<file path="config.mk">
export PLATFORM = sky130hd
export DESIGN_NAME = h264_mm2s_mb_fetch_ctrl
export DESIGN_NICKNAME = d
export VERILOG_FILES = /design/src/rtl/h264_mm2s_mb_fetch_ctrl.sv
export SDC_FILE = /design/constraint.sdc
export NUM_CORES = 1
export LEC_CHECK = 0
export ABC_AREA = 1
export ABC_CLOCK_PERIOD_IN_PS = 2500
export CAP_MARGIN = 5
export CORE_UTILIZATION = 48
export CTS_CLUSTER_DIAMETER = 120
export DETAILED_ROUTE_END_ITERATION = 8
export HOLD_SLACK_MARGIN = 0.15
export PLACE_DENSITY = 0.78
export SETUP_SLACK_MARGIN = 0.05
export SYNTH_ARGS = -nofsm -noshare
export SYNTH_HDL_FRONTEND = slang
export SYNTH_SLANG_ARGS = --single-unit
</file>
<file path="constraint.sdc">
create_clock -name H264_ACLK -period 2.5 [get_ports H264_ACLK]
set_clock_uncertainty 0.05 [all_clocks]
set_input_delay 0.5 -clock H264_ACLK [delete_from_list [all_inputs] [get_ports H264_ACLK]]
set_output_delay 0.5 -clock H264_ACLK [all_outputs]
set_load 0.05 [all_outputs]
</file>
<file path="src/rtl/h264_mm2s_mb_fetch_ctrl.sv">
`default_nettype none
// ============================================================================
// Module   : h264_mm2s_mb_fetch_ctrl
// Purpose  : Pops 64-bit words from the MM2S async-FIFO read port and frames
//            them into macroblocks (Y 16x16, then Cb 8x8, then Cr 8x8) in
//            raster order, one frame per start pulse.
// Ports    : H264_ACLK / H264_ARESETN  - clock, async active-low reset
//            start_i, mb_width_i, mb_height_i - frame launch and dimensions
//            busy_o, frame_done_o       - frame status
//            H264_RVALID_I/RDATA_I/RREADY_O - show-ahead FIFO read port
//            mb_valid_o/mb_ready_i/mb_data_o/mb_comp_o/mb_first_o/mb_last_o/
//            mb_x_o/mb_y_o/frame_last_o - framed output stream
//            stats_clr_i, stall_cnt_o   - FIFO starvation counter, present
//                                         only with H264_FETCH_STATS_EN
// Config   : H264_FETCH_STATS_EN (optional starvation statistics)
// Revision : 1.0 - initial release
// ============================================================================
module h264_mm2s_mb_fetch_ctrl #(
    parameter int MBW_W   = 8,
    parameter int MBH_W   = 8,
    parameter int Y_WORDS = 32,
    parameter int C_WORDS = 8
) (
    input  logic              H264_ACLK,
    input  logic              H264_ARESETN,
    input  logic              start_i,
    input  logic [MBW_W-1:0]  mb_width_i,
    input  logic [MBH_W-1:0]  mb_height_i,
    output logic              busy_o,
    output logic              frame_done_o,
    input  logic              H264_RVALID_I,
    input  logic [63:0]       H264_RDATA_I,
    output logic              H264_RREADY_O,
`ifdef H264_FETCH_STATS_EN
    input  logic              stats_clr_i,
    output logic [31:0]       stall_cnt_o,
`endif
    output logic              mb_valid_o,
    input  logic              mb_ready_i,
    output logic [63:0]       mb_data_o,
    output logic [1:0]        mb_comp_o,
    output logic              mb_first_o,
    output logic              mb_last_o,
    output logic [MBW_W-1:0]  mb_x_o,
    output logic [MBH_W-1:0]  mb_y_o,
    output logic              frame_last_o
);

    localparam int CNT_W = $clog2((Y_WORDS > C_WORDS) ? Y_WORDS : C_WORDS);
    localparam logic [CNT_W-1:0] Y_LAST  = CNT_W'(Y_WORDS - 1);
    localparam logic [CNT_W-1:0] C_LAST  = CNT_W'(C_WORDS - 1);
    localparam logic [CNT_W-1:0] CNT_ONE = {{(CNT_W-1){1'b0}}, 1'b1};
    localparam logic [MBW_W-1:0] X_ONE   = {{(MBW_W-1){1'b0}}, 1'b1};
    localparam logic [MBH_W-1:0] Y_ONE   = {{(MBH_W-1){1'b0}}, 1'b1};

    typedef enum logic [2:0] {
        S_IDLE     = 3'd0,
        S_FETCH_Y  = 3'd1,
        S_FETCH_CB = 3'd2,
        S_FETCH_CR = 3'd3,
        S_DRAIN    = 3'd4
    } state_t;

    state_t             state;
    state_t             state_nxt;
    logic [MBW_W-1:0]   width_q;
    logic [MBH_W-1:0]   height_q;
    logic [MBW_W-1:0]   x_cnt;
    logic [MBH_W-1:0]   y_cnt;
    logic [CNT_W-1:0]   word_cnt;
    logic               zero_done;

    logic               fetch;
    logic               pop;
    logic               comp_end;
    logic               last_mb;
    logic               dims_ok;
    logic               launch;
    logic [1:0]         comp_cur;

    // ------------------------------------------------------------------------
    // Next-state and combinational outputs
    // ------------------------------------------------------------------------
    always_comb begin
        state_nxt = state;
        fetch     = (state == S_FETCH_Y) || (state == S_FETCH_CB) ||
                    (state == S_FETCH_CR);
        // Pop whenever the output register is empty or being drained this
        // cycle, so back-to-back words flow at one per clock.
        H264_RREADY_O = fetch && (!mb_valid_o || mb_ready_i);
        pop       = H264_RREADY_O && H264_RVALID_I;
        comp_end  = (state == S_FETCH_Y) ? (word_cnt == Y_LAST)
                                         : (word_cnt == C_LAST);
        last_mb   = (x_cnt == width_q - X_ONE) && (y_cnt == height_q - Y_ONE);
        dims_ok   = (|mb_width_i) && (|mb_height_i);
        launch    = (state == S_IDLE) && start_i && dims_ok;
        comp_cur  = 2'd0;
        if (state == S_FETCH_CB) comp_cur = 2'd1;
        if (state == S_FETCH_CR) comp_cur = 2'd2;

        case (state)
            S_IDLE:     if (launch) state_nxt = S_FETCH_Y;
            S_FETCH_Y:  if (pop && comp_end) state_nxt = S_FETCH_CB;
            S_FETCH_CB: if (pop && comp_end) state_nxt = S_FETCH_CR;
            S_FETCH_CR: if (pop && comp_end)
                            state_nxt = last_mb ? S_DRAIN : S_FETCH_Y;
            S_DRAIN:    if (!mb_valid_o) state_nxt = S_IDLE;
            default:    state_nxt = S_IDLE;
        endcase

        busy_o       = (state != S_IDLE);
        // Frame completion: either the drain finishes (same cycle as the
        // return to IDLE) or a degenerate zero-sized start was seen.
        frame_done_o = ((state == S_DRAIN) && !mb_valid_o) || zero_done;
    end

    always_ff @(posedge H264_ACLK or negedge H264_ARESETN) begin
        if (!H264_ARESETN) begin
            state <= S_IDLE;
        end else begin
            state <= state_nxt;
        end
    end

    // ------------------------------------------------------------------------
    // Counters, latched dimensions and the single-register output stage
    // ------------------------------------------------------------------------
    always_ff @(posedge H264_ACLK or negedge H264_ARESETN) begin
        if (!H264_ARESETN) begin
            width_q      <= '0;
            height_q     <= '0;
            x_cnt        <= '0;
            y_cnt        <= '0;
            word_cnt     <= '0;
            zero_done    <= 1'b0;
            mb_valid_o   <= 1'b0;
            mb_data_o    <= '0;
            mb_comp_o    <= 2'd0;
            mb_first_o   <= 1'b0;
            mb_last_o    <= 1'b0;
            mb_x_o       <= '0;
            mb_y_o       <= '0;
            frame_last_o <= 1'b0;
        end else begin
            zero_done <= (state == S_IDLE) && start_i && !dims_ok;

            if (launch) begin
                width_q  <= mb_width_i;
                height_q <= mb_height_i;
                x_cnt    <= '0;
                y_cnt    <= '0;
                word_cnt <= '0;
            end

            if (pop) begin
                mb_valid_o   <= 1'b1;
                mb_data_o    <= H264_RDATA_I;
                mb_comp_o    <= comp_cur;
                mb_first_o   <= (state == S_FETCH_Y) && (word_cnt == '0);
                mb_last_o    <= (state == S_FETCH_CR) && comp_end;
                frame_last_o <= (state == S_FETCH_CR) && comp_end && last_mb;
                mb_x_o       <= x_cnt;
                mb_y_o       <= y_cnt;
                if (comp_end) begin
                    word_cnt <= '0;
                    // MB position advances only once Cr is complete.
                    if (state == S_FETCH_CR) begin
                        if (x_cnt == width_q - X_ONE) begin
                            x_cnt <= '0;
                            y_cnt <= y_cnt + Y_ONE;
                        end else begin
                            x_cnt <= x_cnt + X_ONE;
                        end
                    end
                end else begin
                    word_cnt <= word_cnt + CNT_ONE;
                end
            end else if (mb_ready_i) begin
                mb_valid_o <= 1'b0;
            end
        end
    end

`ifdef H264_FETCH_STATS_EN
    // ------------------------------------------------------------------------
    // FIFO starvation counter: fetching, nothing buffered, nothing arriving.
    // ------------------------------------------------------------------------
    logic [31:0] stall_cnt;

    always_ff @(posedge H264_ACLK or negedge H264_ARESETN) begin
        if (!H264_ARESETN) begin
            stall_cnt <= 32'd0;
        end else if (stats_clr_i) begin
            stall_cnt <= 32'd0;
        end else if (fetch && !H264_RVALID_I && !mb_valid_o &&
                     (stall_cnt != 32'hFFFF_FFFF)) begin
            stall_cnt <= stall_cnt + 32'd1;
        end
    end

    assign stall_cnt_o = stall_cnt;
`endif

endmodule
`default_nettype wire

</file>
==> results of run 1 <==
==> worst max-delay path by stage <==
| stage | cells after the start | startpoint | end |
|---|---|---|---|
| 2_1_floorplan | 10 | mb_valid_o$_DFFE_PN0P_ | x_cnt[2]$_DFF_PN0_ |
| 3_3_place_gp | 13 | width_q[0]$_DFFE_PN0P_ | y_cnt[5]$_DFF_PN0_ |
| 3_5_place_dp | 13 | width_q[0]$_DFFE_PN0P_ | y_cnt[5]$_DFF_PN0_ |
| 4_1_cts | 13 | width_q[0]$_DFFE_PN0P_ | y_cnt[5]$_DFF_PN0_ |
| 5_1_grt | 13 | width_q[0]$_DFFE_PN0P_ | y_cnt[5]$_DFF_PN0_ |
| 6_report | 3 | state[0]$_DFFE_PN0P_ | busy_o |
==> flip-flops by register name (all words and copies together) (netlist names) <==
register      count
frame_last_o      1
height_q          8
mb_y_o            8
x_cnt             8
width_q           8
mb_last_o         1
mb_valid_o        1
mb_comp_o         2
word_cnt          5
y_cnt             8
zero_done         1
state             3
mb_data_o        64
mb_x_o            8
mb_first_o        1
==> cell families (layout without fill, tap and decap cells) <==
family | count (synthesis) | in the layout | share of synthesized area, %
AO/OA/AOI/OAI | 60 | 60 | 5.45
XOR/XNOR | 22 | 22 | 3.24
flip-flops | 127 | 127 | 53.5
buffers and inverters | 80 | 269 | 5.24
adder cells (fa/ha/maj) | 6 | 6 | 1.26
AND/OR/NAND/NOR | 445 | 445 | 31.3
==> cells in the mapped netlist, types with 2 or more instances <==
library cell    n  area, µm²
a21oi_1         2       10.0
buf_1           3       11.3
buf_2           9       45.0
clkbuf_1       12       45.0
dfrtp_1       127       3180
ha_1            6       75.1
inv_1          51        191
inv_2           4       15.0
nand2_1       332       1250
nand2_2         4       25.0
nand3_1        44        220
nand3_2         3       30.0
nand4_1         7       43.8
nor2_1         39        146
nor2_4          7       78.8
nor3_1          4       20.0
nor4_1          2       12.5
o21ai_0        40        200
o21ai_1         5       25.0
o22ai_1         8       50.1
xnor2_1         9       78.8
xor2_1         13        114
==> repair_timing <==
action / in CTS / in global routing
resized for setup: 1 / 2
hold buffers: 1 / 0
hold endpoints to repair: 33 / 0
setup buffers: 0 / 0
endpoints found under the setup margin: 1 / 16
==> area by class of cell <==
| cell class | count | area [µm²] |
|---|---|---|
| inverter | 56 | 210 |
| clock buffer | 19 | 443 |
| sequential | 127 | 3180 |
| timing repair buffer | 182 | 1860 |
| clock inverter | 12 | 96.3 |
| fill | 968 | 3610 |
| multi-input combinational | 533 | 2460 |
| tap | 168 | 210 |
==> power breakdown <==
part / total (mW) / switching [mW] / internal, mW
registers: 3.28 / 0.490 / 2.79
clock network: 2.24 / 0.869 / 1.37
logic: 5.81 / 3.90 / 1.91
total: 11.3 / 5.26 / 6.06
==> routing by layer <==
metal | global-route usage, % | share of wire (%) | vias to the layer above | routed length, µm
met4 | 11.3 | 2.7 | 0 | 400
met3 | 5.36 | 5.8 | 36 | 862
met2 | 37.2 | 46 | 188 | 6850
met5 | 0 | 0 | - | 0
met1 | 32.7 | 45 | 2440 | 6660
li1 | - | - | 2668 | -
==> per-stage QoR <==
| stage | worst slack [ps] | std cells | total power, mW | hold WS (ps) |
|---|---|---|---|---|
| finish | 223 | 1097 | 11.3 | 426 |
| detailed placement | 121 | 1065 | 9.07 | 414 |
| floorplan | 389 | 740 | 7.17 | 154 |
| global route | 64.0 | 1097 | 12.0 | 440 |
| global placement | 193 | 1065 | 9.00 | 410 |
| CTS | 104 | 1097 | 11.4 | 429 |
==> worst reg2reg max path: stages, from the launching register on <==
cell and delay [ps]:
dfrtp_1 410, inv_2 150, ha_2 300, inv_1 90, nand2_1 90, nand3_1 80, nand2_1 70, nand2_1 50
nor2_1 100, nand3_1 120, nor2_4 220, nand3_2 160, o21ai_1 150, inv_1 50
==> impl_metrics.tcl, run 1 <==
set metrics [dict create \
    p_per_area_nw_per_um2 1340 \
    wl_per_cell_um 13.5 \
    die_h_um 113 \
    p_leak_nw 4.09 \
    clk_pin_slew_ps 50 \
    path_class "reg -> out" \
    rrSetupSlack_ps 290 \
    synth-async-reset-ratio_pct 100 \
    min_path_type "reg -> reg" \
    vdd_drop_max_v 0.000903 \
    drt-initial-drc-count 430 \
    grt_pass1_vias 4984 \
    timing.fmax_mhz 439 \
    period_needed_ps 2280 \
    drc 0 \
    overflow 0 \
    r2r-start "width_q[0]$_DFFE_PN0P_" \
    synthCells 740 \
    arrival_ps 1730 \
    cts_sinks 127 \
    antenna_left 0 \
    hold_viol 0 \
    synthFlopType "dfrtp_1" \
    holdCritStartpoint "mb_data_o[56]$_DFFE_PN0N_" \
    fin_area_um2 8450 \
    dieWidth_um 113 \
    status "complete, no violations" \
    slowest_stage "dlygate4sd2_1" \
    grt_pass1_wl_mm 24.1 \
    synth_edf_count 0 \
    viasPerCell 4.86 \
    initial_core_util_pct 49.3 \
    layout_common_cells "nand2_1, clkdlybuf4s50_1, dfrtp_1" \
    syn_area_um2 5940 \
    core_region_area_um2 12100 \
    totalWireLength_mm 14.8 \
    synth_warnings 0 \
    cts_tree "done" \
    dpl_cell_area_um2 7900 \
    syn_to_final_growth_pct 42.3 \
    vias 5332 \
    cp_max_fo 7 \
    dieArea_um2 12800 \
    worst_pin_slew_ps 547 \
    rr_worst_depth 13 \
    worstSetupStartpointType "flip-flop" \
    seq_area_frac_synth_pct 53.5 \
    worst-path-buf-inv 2 \
    required_ps 1950 \
    worstPathCellList "inv_1 > nand3_1 > dlygate4sd2_1" \
    hold_depth 2 \
    final_core_util_pct 70.1 \
    cp-end-kind "output port" \
    gp_congestion 0.893 \
    regToRegEndpoint "y_cnt[5]$_DFF_PN0_" \
    cp_top_family "buffers and inverters" \
    tns_ps 0 \
    fin_crit_sh_pct 91.1 \
    hpwlAfterDp_mm 10.2 \
    max-slew-margin-rel_pct 63.4 \
    slowest_delay_ps 550 \
    drv_slew 0 \
    ctsRootBufferMaster "clkbuf_16" \
    n_antenna_cell 0 \
    ys_seq_elements 127 \
    numCtsBuffers 17 \
    pin_count 174 \
    grt_start_max_net_pins 99 \
    ys_types 31 \
    drive_gt1_share_pct 7.00 \
    avgSynthCellArea_um2 8.03 \
    h-tree-depth 4 \
    setup_violations 0 \
    clk_path_buf_depth 2 \
    cap_violations 0 \
    track_usage_pct 24.2 \
    mostFrequentLayoutCell "nand2_1" \
    io_buffers 173 \
    grt_setup_unrepaired "false" \
    synth_nets 831 \
    clk_latency_ps 420 \
    min_to "mb_data_o[56]$_DFFE_PN0N_" \
    firstDrtPassIters 7 \
    antenna_found_initial 0 \
    row_count 40 \
    nets 1008 \
]
Power figures use the tool's default switching activity.
==> run 2: changes to the inputs <==
--- a/config.mk
+++ b/config.mk
@@ -8,11 +8,11 @@
 export ABC_AREA = 1
 export ABC_CLOCK_PERIOD_IN_PS = 2500
 export CAP_MARGIN = 5
-export CORE_UTILIZATION = 48
+export CORE_UTILIZATION = 35
 export CTS_CLUSTER_DIAMETER = 120
 export DETAILED_ROUTE_END_ITERATION = 8
 export HOLD_SLACK_MARGIN = 0.15
-export PLACE_DENSITY = 0.78
+export PLACE_DENSITY = 0.59
 export SETUP_SLACK_MARGIN = 0.05
 export SYNTH_ARGS = -nofsm -noshare
 export SYNTH_HDL_FRONTEND = slang
==> impl_metrics.tcl, run 2 (synthesized netlist as in run 1, its figures left out) <==
set metrics [dict create \
    max-slew-margin-rel_pct 62.4 \
    worst_pin_slew_ps 562 \
    dieArea_um2 17500 \
    track_usage_pct 18.6 \
    pre_cts_slack_ps 170 \
    core_region_area_um2 16600 \
    antenna_left 0 \
    cp_max_fo 7 \
    p_total_mw 11.7 \
    path_class "reg -> out" \
    viasPerCell 4.51 \
    clk_pin_slew_ps 60 \
    tns_ps 0 \
    mostFrequentLayoutCell "nand2_1" \
    min_path_type "reg -> reg" \
    final.setup.worst_slack_ps 217 \
    syn_to_final_growth_pct 45.4 \
    gp_congestion 0.788 \
    drt-initial-drc-count 280 \
    p_leak_nw 4.15 \
    final_core_util_pct 52.1 \
    n_antenna_cell 0 \
    pin_count 174 \
    status "complete, no violations" \
    hpwlAfterDp_mm 11.0 \
    totalWireLength_mm 15.3 \
    initial_core_util_pct 35.8 \
    vias 5197 \
    filler_cell_count 1605 \
    grt_setup_unrepaired "false" \
    layout_common_cells "nand2_1, clkdlybuf4s50_1, dfrtp_1" \
    h-tree-depth 4 \
    arrival_ps 1730 \
    clk_path_buf_depth 2 \
    grt_pass1_vias 4992 \
    ctsRootBufferMaster "clkbuf_16" \
    cap_violations 0 \
    cts_tree "done" \
    cts_setup_buffers 0 \
    period_needed_ps 2280 \
    io_buffers 173 \
    timing.fmax_mhz 438 \
    worstSetupStartpointType "flip-flop" \
    row_count 47 \
    drc 0 \
    nets 1010 \
    cts_sinks 127 \
    largest_reg_flops 64 \
    required_ps 1950 \
    numCtsBuffers 17 \
    grt_pass1_wl_mm 25.7 \
    drv_slew 0 \
    overflow 0 \
    antenna_found_initial 0 \
    rrSetupSlack_ps 390 \
    p_per_area_nw_per_um2 1360 \
    setup_violations 0 \
    hold_viol 0 \
    cp-end-kind "output port" \
    die_h_um 132 \
    dpl_cell_area_um2 8000 \
    clk_latency_ps 410 \
    grt_start_max_net_pins 100 \
    regMostFlops "mb_data_o" \
    wl_per_cell_um 13.3 \
    firstDrtPassIters 4 \
    fin_area_um2 8640 \
    vdd_drop_max_v 0.000609 \
    dieWidth_um 132 \
    drive_gt1_share_pct 7.30 \
    fin_crit_sh_pct 91.3 \
]
[run 2: what timing repair did]
| item | 4_1_cts | 5_1_grt |
|---|---|---|
| endpoints found under the hold margin | 23 | 0 |
| hold buffers | 1 | 0 |
| endpoints found under the setup margin | 1 | 2 |
| gates resized for setup | 1 | 1 |
| pin swaps | 0 | 0 |
[run 2: path summary, 6_finish.rpt]
path,cells past startpoint,from,to
min in group asynchronous,2,H264_ARESETN,mb_data_o[47]$_DFFE_PN0N_
min reg2reg,2,mb_data_o[21]$_DFFE_PN0N_,mb_data_o[21]$_DFFE_PN0N_
max in group asynchronous,3,H264_ARESETN,mb_data_o[24]$_DFFE_PN0N_
max reg2reg,13,width_q[0]$_DFFE_PN0P_,y_cnt[5]$_DFF_PN0_
min,2,mb_data_o[21]$_DFFE_PN0N_,mb_data_o[21]$_DFFE_PN0N_
max,3,state[0]$_DFFE_PN0P_,busy_o
[run 2: layout make-up]
type	count	area, µm²	share of cell area [%]
clock buffer	17	425	4.92
tap	220	275	3.18
clock inverter	15	210	2.43
timing repair buffer	184	1880	21.8
multi-input combinational	533	2460	28.5
sequential	127	3180	36.8
inverter	56	210	2.43
[run 2: critical path: stages, from the launching register on]
cell and delay [ps]:
dfrtp_1 480, inv_1 120, nand3_1 160, dlygate4sd2_1 570
[run 2: layer usage]
layer / global-route usage [%] / vias up / routed length, µm
met5: 0 / - / 0
met4: 7.09 / 0 / 258
met3: 3.65 / 14 / 615
met2: 28.2 / 121 / 6930
met1: 26.2 / 2379 / 7530
li1: - / 2683 / -
[run 2: metrics by stage]
step	std cells	hold WS [ps]
6_report	1152	426
3_5_place_dp	1119	384
2_1_floorplan	740	154
4_1_cts	1152	431
3_3_place_gp	1119	385
5_1_grt	1152	455
[run 2: power by group]
group          total (mW)  switching, mW  internal, mW
Sequential           3.27          0.484          2.78
Clock                2.66          0.977          1.68
Combinational        5.82           3.88          1.94
Total                11.7           5.34          6.41
